==> config.mk <==
export PLATFORM = sky130hd
export DESIGN_NAME = rx_os_consensus
export DESIGN_NICKNAME = d
export VERILOG_FILES = /design/src/rtl/rx_os_pkg.sv /design/src/rtl/rx_os_lane_counter.sv /design/src/rtl/rx_os_consensus.sv
export SDC_FILE = /design/constraint.sdc
export NUM_CORES = 1
export LEC_CHECK = 0
export CORE_UTILIZATION = 45
export DETAILED_ROUTE_END_ITERATION = 6
export HOLD_SLACK_MARGIN = 0.1
export PLACE_DENSITY = 0.83
export SLEW_MARGIN = 10
export SYNTH_ARGS = -nofsm -noshare
export SYNTH_HDL_FRONTEND = slang
export SYNTH_SLANG_ARGS = --single-unit
==> constraint.sdc <==
create_clock -name clk -period 3.52 [get_ports clk]
set_input_delay 0.528 -clock clk [delete_from_list [all_inputs] [get_ports clk]]
set_output_delay 0.528 -clock clk [all_outputs]
set_load 0.1 [all_outputs]
==> src/rtl/rx_os_pkg.sv <==
// Shared types and field layout for the receive ordered-set qualification engine.
// Latency: n/a (declarations only).
// Backpressure: n/a.
package rx_os_pkg;

   // Run-control states
   typedef enum logic [1:0] {
      ST_IDLE = 2'd0,
      ST_RUN  = 2'd1,
      ST_DONE = 2'd2,
      ST_TOUT = 2'd3
   } state_e;

   // Per-lane OS summary layout; bits above UPCFG_BIT carry nothing of interest
   localparam int LINK_LSB  = 0;
   localparam int RATE_LSB  = 8;
   localparam int TS1_BIT   = 16;
   localparam int TS2_BIT   = 17;
   localparam int UPCFG_BIT = 18;

   // Link number a lane reports before link numbers are assigned
   localparam logic [7:0] PAD_LINK = 8'hF7;

endpackage

==> src/rtl/rx_os_lane_counter.sv <==
// One lane: checks each OS against the run config and counts consecutive identical matches.
// Latency: counter updates on the osValid beat edge; qualified flag one cycle later.
// Backpressure: none; every valid beat is consumed, counts freeze while not running.
module rx_os_lane_counter
   import rx_os_pkg::*;
#(
   parameter int CNT_W = 5,
   parameter int SUM_W = 24
)(
   input  logic             clk,
   input  logic             reset,
   input  logic             i_run,
   input  logic             i_clr,
   input  logic             i_active,
   input  logic             i_vld,
   input  logic [SUM_W-1:0] i_sum,
   input  logic             i_exp_ts2,
   input  logic             i_pad_ok,
   input  logic [7:0]       i_link,
   input  logic [CNT_W-1:0] i_target,
   output logic             o_qual,
   output logic [7:0]       o_rate,
   output logic             o_upcfg
);

   logic [CNT_W-1:0] r_cnt;
   logic [7:0]       r_rate;
   logic             r_upcfg;
   logic             r_qual;

   logic [7:0] w_link;
   logic [7:0] w_rate;
   logic       w_upcfg;
   logic       w_type_ok;
   logic       w_link_ok;
   logic       w_match;
   logic       w_same;

   assign w_link    = i_sum[LINK_LSB +: 8];
   assign w_rate    = i_sum[RATE_LSB +: 8];
   assign w_upcfg   = i_sum[UPCFG_BIT];
   assign w_type_ok = i_exp_ts2 ? i_sum[TS2_BIT] : i_sum[TS1_BIT];
   assign w_link_ok = (w_link == i_link) || (i_pad_ok && (w_link == PAD_LINK));
   assign w_match   = w_type_ok && w_link_ok;
   // A match only extends the run if its content matches what the run started with
   assign w_same    = (w_rate == r_rate) && (w_upcfg == r_upcfg);

   // Consecutive-match counter, content store and registered qualified flag
   always_ff @(posedge clk or negedge reset) begin
      if (!reset) begin
         r_cnt   <= '0;
         r_rate  <= '0;
         r_upcfg <= 1'b0;
         r_qual  <= 1'b0;
      end else if (i_clr) begin
         r_cnt   <= '0;
         r_rate  <= '0;
         r_upcfg <= 1'b0;
         r_qual  <= 1'b0;
      end else if (i_run) begin
         if (!i_active) begin
            r_cnt <= '0;
         end else if (i_vld) begin
            if (w_match) begin
               if (w_same) begin
                  if (r_cnt != {CNT_W{1'b1}}) begin
                     r_cnt <= r_cnt + 1'b1;
                  end
               end else begin
                  r_cnt   <= CNT_W'(1);
                  r_rate  <= w_rate;
                  r_upcfg <= w_upcfg;
               end
            end else begin
               r_cnt <= '0;
            end
         end
         r_qual <= i_active && (r_cnt >= i_target);
      end
   end

   assign o_qual  = r_qual;
   assign o_rate  = r_rate;
   assign o_upcfg = r_upcfg;

endmodule

==> src/rtl/rx_os_consensus.sv <==
// Per-lane TS1/TS2 qualification with run control: declares done when the required lanes qualify, else times out.
// Latency: 2 cycles from the beat completing the target count to done.
// Backpressure: none; osValid beats are consumed every cycle, results are held levels.
module rx_os_consensus
   import rx_os_pkg::*;
#(
   parameter int NUM_LANES = 16,
   parameter int CNT_W     = 5,
   parameter int TMR_W     = 24,
   parameter int SUM_W     = 24
)(
   input  logic                       clk,
   input  logic                       reset,
   input  logic                       start,
   input  logic                       abort,
   input  logic [NUM_LANES*SUM_W-1:0] osSummary,
   input  logic [NUM_LANES-1:0]       osValid,
   input  logic [NUM_LANES-1:0]       activeLanes,
   input  logic                       expectTs2,
   input  logic                       anyLaneMode,
   input  logic                       padAllowed,
   input  logic [7:0]                 expLinkNum,
   input  logic [CNT_W-1:0]           target,
   input  logic [TMR_W-1:0]           timeoutCycles,
   output logic                       busy,
   output logic                       done,
   output logic                       timedOut,
   output logic [NUM_LANES-1:0]       laneQualified,
   output logic [7:0]                 rateId,
   output logic                       upConfig
);

   state_e r_state;
   state_e w_state_nxt;

   // Run configuration captured at start
   logic [NUM_LANES-1:0] r_active;
   logic                 r_exp_ts2;
   logic                 r_any;
   logic                 r_pad;
   logic [7:0]           r_link;
   logic [CNT_W-1:0]     r_target;
   logic [TMR_W-1:0]     r_timeout;

   logic [TMR_W-1:0]     r_tmr;
   logic [7:0]           r_rate;
   logic                 r_upcfg;

   logic                 w_clr;
   logic                 w_run;
   logic                 w_success;
   logic                 w_expire;
   logic                 w_load;
   logic [7:0]           w_lane_rate [NUM_LANES];
   logic [NUM_LANES-1:0] w_lane_up;
   logic [7:0]           w_sel_rate;
   logic                 w_sel_up;

   assign w_clr = start | abort;
   assign w_run = (r_state == ST_RUN);

   for (genvar g = 0; g < NUM_LANES; g++) begin : g_lane
      rx_os_lane_counter #(
         .CNT_W (CNT_W),
         .SUM_W (SUM_W)
      ) u_lane (
         .clk       (clk),
         .reset     (reset),
         .i_run     (w_run),
         .i_clr     (w_clr),
         .i_active  (r_active[g]),
         .i_vld     (osValid[g]),
         .i_sum     (osSummary[g*SUM_W +: SUM_W]),
         .i_exp_ts2 (r_exp_ts2),
         .i_pad_ok  (r_pad),
         .i_link    (r_link),
         .i_target  (r_target),
         .o_qual    (laneQualified[g]),
         .o_rate    (w_lane_rate[g]),
         .o_upcfg   (w_lane_up[g])
      );
   end

   // laneQualified is already masked by the active set, so all-mode is a straight compare
   assign w_success = r_any ? (|laneQualified)
                            : ((|r_active) && (laneQualified == r_active));
   assign w_expire  = (r_timeout != '0) && (r_tmr == (r_timeout - TMR_W'(1)));

   // Lowest-index qualified lane supplies the reported rate id / upconfigure bit
   always_comb begin
      w_sel_rate = '0;
      w_sel_up   = 1'b0;
      for (int i = NUM_LANES - 1; i >= 0; i--) begin
         if (laneQualified[i]) begin
            w_sel_rate = w_lane_rate[i];
            w_sel_up   = w_lane_up[i];
         end
      end
   end

   // Next-state: abort over start over run outcome; success wins a same-cycle expiry
   always_comb begin
      w_state_nxt = r_state;
      w_load      = 1'b0;
      if (abort) begin
         w_state_nxt = ST_IDLE;
      end else if (start) begin
         w_state_nxt = ST_RUN;
      end else if (r_state == ST_RUN) begin
         if (w_success) begin
            w_state_nxt = ST_DONE;
            w_load      = 1'b1;
         end else if (w_expire) begin
            w_state_nxt = ST_TOUT;
         end
      end
   end

   // State register
   always_ff @(posedge clk or negedge reset) begin
      if (!reset) begin
         r_state <= ST_IDLE;
      end else begin
         r_state <= w_state_nxt;
      end
   end

   // Configuration latch; an abort in the same cycle suppresses the start
   always_ff @(posedge clk or negedge reset) begin
      if (!reset) begin
         r_active  <= '0;
         r_exp_ts2 <= 1'b0;
         r_any     <= 1'b0;
         r_pad     <= 1'b0;
         r_link    <= '0;
         r_target  <= '0;
         r_timeout <= '0;
      end else if (start && !abort) begin
         r_active  <= activeLanes;
         r_exp_ts2 <= expectTs2;
         r_any     <= anyLaneMode;
         r_pad     <= padAllowed;
         r_link    <= expLinkNum;
         r_target  <= (target == '0) ? CNT_W'(1) : target;
         r_timeout <= timeoutCycles;
      end
   end

   // Run timer: cleared on start/abort, advances every RUN cycle
   always_ff @(posedge clk or negedge reset) begin
      if (!reset) begin
         r_tmr <= '0;
      end else if (w_clr) begin
         r_tmr <= '0;
      end else if (w_run) begin
         r_tmr <= r_tmr + TMR_W'(1);
      end
   end

   // Result capture: frozen from success until the next start or abort
   always_ff @(posedge clk or negedge reset) begin
      if (!reset) begin
         r_rate  <= '0;
         r_upcfg <= 1'b0;
      end else if (w_clr) begin
         r_rate  <= '0;
         r_upcfg <= 1'b0;
      end else if (w_load) begin
         r_rate  <= w_sel_rate;
         r_upcfg <= w_sel_up;
      end
   end

   assign busy     = (r_state == ST_RUN);
   assign done     = (r_state == ST_DONE);
   assign timedOut = (r_state == ST_TOUT);
   assign rateId   = r_rate;
   assign upConfig = r_upcfg;

endmodule

==> impl_metrics.json <==
{
  "outcome": "finished clean",
  "antenna_found_initial": 2,
  "die_h_um": 224,
  "final-hold-violation-count": 0,
  "die-area_um2": 50100,
  "fin_crit_ps": 3230,
  "netlist_area_um2": 22100,
  "gp_congestion": 0.963,
  "slowest_delay_ps": 620,
  "clkLatencyLatePin_ps": 570,
  "grt.overflow.total": 0,
  "ys_async_sr_fraction_pct": 100,
  "syn-mean-instance-area_um2": 9.54,
  "synth.top_cell.area_share_pct": 37.4,
  "drc": 0,
  "slew_headroom_pct": 32.9,
  "num_rows": 80,
  "portBuffers": 407,
  "cts_tree": "done",
  "drtAntennaViolNets": 0,
  "finalSetupViolations": 0,
  "yosysWarnings": 0,
  "rrSetupSlack_ps": 290,
  "cts.sinks": 331,
  "p_total_mw": 10.7,
  "yosys.area_share.xor_xnor_pct": 13.2,
  "ys_seq_elements": 331,
  "cpMaxStageDelayCell": "nor4_4",
  "critPathMaxFanout": 9,
  "synth-compound-area-share_pct": 20.0,
  "die_w_um": 224,
  "synthMuxAreaShare_pct": 2.68,
  "slew_viol_final": 0,
  "syn-instance-count": 2321,
  "fin_ws_ps": 293,
  "synth_edf_count": 0,
  "vias_per_cell": 6.10,
  "hold_path.class": "register to register",
  "final_net_count": 3294,
  "yosysTopAreaCell": "dfrtp_1",
  "tightest_slew_ps": 1010,
  "drive_gt1_share_pct": 7.85,
  "drv_cap": 0,
  "grt_pass1_vias": 20900,
  "io_pins": 488,
  "h-tree-depth": 2,
  "drt_iter0_drc": 1985,
  "endpoint_kind": "register",
  "clkTransAtPathRegs_ps": 60,
  "p_leak_nw": 12.6,
  "dpl.hpwl_mm": 57.2,
  "yosys.area_share.simple_pct": 15.6,
  "fmax_mhz": 310,
  "peakVddDrop_mv": 0.281,
  "cts_made_buffers": 39,
  "crit_chain": "nor4_4 -> nand3_1 -> or4_1 -> a22oi_1 -> nand4_1 -> or4_4 -> a221oi_2",
  "synthAdderAreaFrac_pct": 6.44,
  "num_vias": 20800,
  "root_buffer": "clkbuf_16",
  "syn-num-nets": 2895,
  "cp-start-kind": "register",
  "synth_ff_type": "dfrtp_1",
  "final_core_util_pct": 59.2,
  "required_ps": 3990,
  "holdWs_ps": 523,
  "initial_utilization_pct": 46.0,
  "rsz0062_at_grt": "false",
  "wirelength_mm": 75.9,
  "area_delta_synth_final_pct": 28.8,
  "clk_path_buf_depth": 3,
  "pre_cts_ws_ps": 94.6,
  "dr.pass1.iters": 5,
  "wl_per_cell_um": 22.3,
  "synth_top_family_by_area": "compound AO/OA/AOI/OAI gates",
  "grt_usage_pct": 29.9,
  "synth.distinct_cells": 63,
  "synth_area_leaders": "dfrtp_1, xor2_1, a22o_1",
  "core_um2": 48100,
  "fin_crit_sh_pct": 91.7,
  "worstPathArrival_ps": 3690,
  "power_density_nw_per_um2": 374,
  "finClkSkew_ps": 15.4,
  "grt_max_degree": 89,
  "grt_pass1_wl_mm": 116,
  "finalSetupTns_ps": 0,
  "synth-seq-area-share_pct": 37.4,
  "path_class": "register to register"
}
-- worst paths after layout --
path,endpoint,cells past startpoint,start
setup / recovery,r_state[0],7,r_timeout[2]
hold / removal,rateId[2],1,rateId[2]
setup reg to reg,r_state[0],7,r_timeout[2]
hold reg to reg,rateId[2],1,rateId[2]
max in group asynchronous,g_lane[12].u_lane.o_rate[5],3,reset
min in group asynchronous,r_timeout[20],2,reset
-- routing by layer --
metal	global-route usage, %	routed length (um)	part of all wire [%]	vias to the layer above
met5	0	0	0	-
met4	14.2	3380	4.5	0
met3	5.54	6180	8.2	179
met2	48.4	35200	46	1000
met1	38.5	31100	41	10200
li1	-	-	-	9379
-- flip-flops by register name, summed over array words and instances, names as in the netlist, 2 cells and up --
signal,cells
g_lane.u_lane.o_upcfg,16
g_lane.u_lane.o_qual,16
g_lane.u_lane.o_rate,128
rateId,8
r_active,16
r_tmr,24
r_state,2
g_lane.u_lane.r_cnt,80
r_link,8
r_target,5
r_timeout,24
-- cell type report --
| cell class | count | area (um^2) |
|---|---|---|
| antenna | 3 | 7.51 |
| clock buffer | 56 | 1160 |
| clock inverter | 15 | 240 |
| fill | 4048 | 19600 |
| inverter | 136 | 510 |
| multi-input combinational | 1737 | 12800 |
| sequential | 331 | 8280 |
| tap | 656 | 821 |
| timing repair buffer | 475 | 4640 |
-- report_power, final --
| group | leakage [nW] | internal, mW | total, mW | switching (mW) |
|---|---|---|---|---|
| clock | 0.697 | 2.75 | 4.46 | 1.71 |
| sequential | 4.50 | 3.91 | 4.12 | 0.206 |
| combinational | 7.42 | 1.01 | 2.10 | 1.09 |
| total | 12.6 | 7.67 | 10.7 | 3.01 |
-- per-stage QoR --
step	cells	area [um^2]
after floorplan	2321	22100
after global placement	3334	27100
after detailed placement	3334	27100
after CTS	3406	28500
after global routing	3407	28500
final	3409	28500
-- critical path, delay by kind of cell, from the launching register on --
kind,cells,cell delay [ps]
compound gates,2,450
flops,1,500
simple gates,5,2190
-- Yosys cell counts (15+ instances only) --
cell      instances
or4_1            20
nor2_1          107
or3_1            24
o21ai_0          73
and3_1           18
nand2_1         110
xnor2_1          69
nor4b_1          19
nand4_1          60
a221oi_1         32
o22a_1           15
nand2b_1         38
mux2i_1          21
nor4_1           81
nor3_1           32
or4b_2           15
nand3_1          60
a21oi_1         140
dfrtp_1         331
inv_1           135
clkbuf_1         83
xor2_1          265
a22o_1          175
ha_1            114
a31oi_1          22
a21o_1           64
buf_4            16
mux2_2           34
-- kinds of logic after synthesis --
logic type,Yosys count
compound gates,608
xor+xnor,334
fa+ha+maj,114
buf+inv,253
flops,331
mux,55
simple gates,626
-- cells in the final DEF (no fill, tap or decap), types with 19 or more instances in the layout --
cell type	n
a221oi_1	32
a21oi_1	140
nor4_1	81
a21o_1	64
ha_1	114
nand2b_1	38
or3_1	24
mux2_2	34
a31oi_1	22
buf_4	78
nand3_1	60
a22o_1	175
nand4_1	60
or4_1	20
inv_1	135
nor2_1	107
o21ai_0	73
clkbuf_16	41
xor2_1	265
dfrtp_1	330
xnor2_1	69
nor3_1	32
mux2i_1	21
nor4b_1	19
clkdlybuf4s50_1	387
nand2_1	110
-- what timing repair did --
action	in CTS	in global routing
hold buffers	1	0
endpoints found under the setup margin	0	16
setup buffers	0	0
gates resized for setup	0	1
endpoints found under the hold margin	67	0
Power figures use the tool's default switching activity.
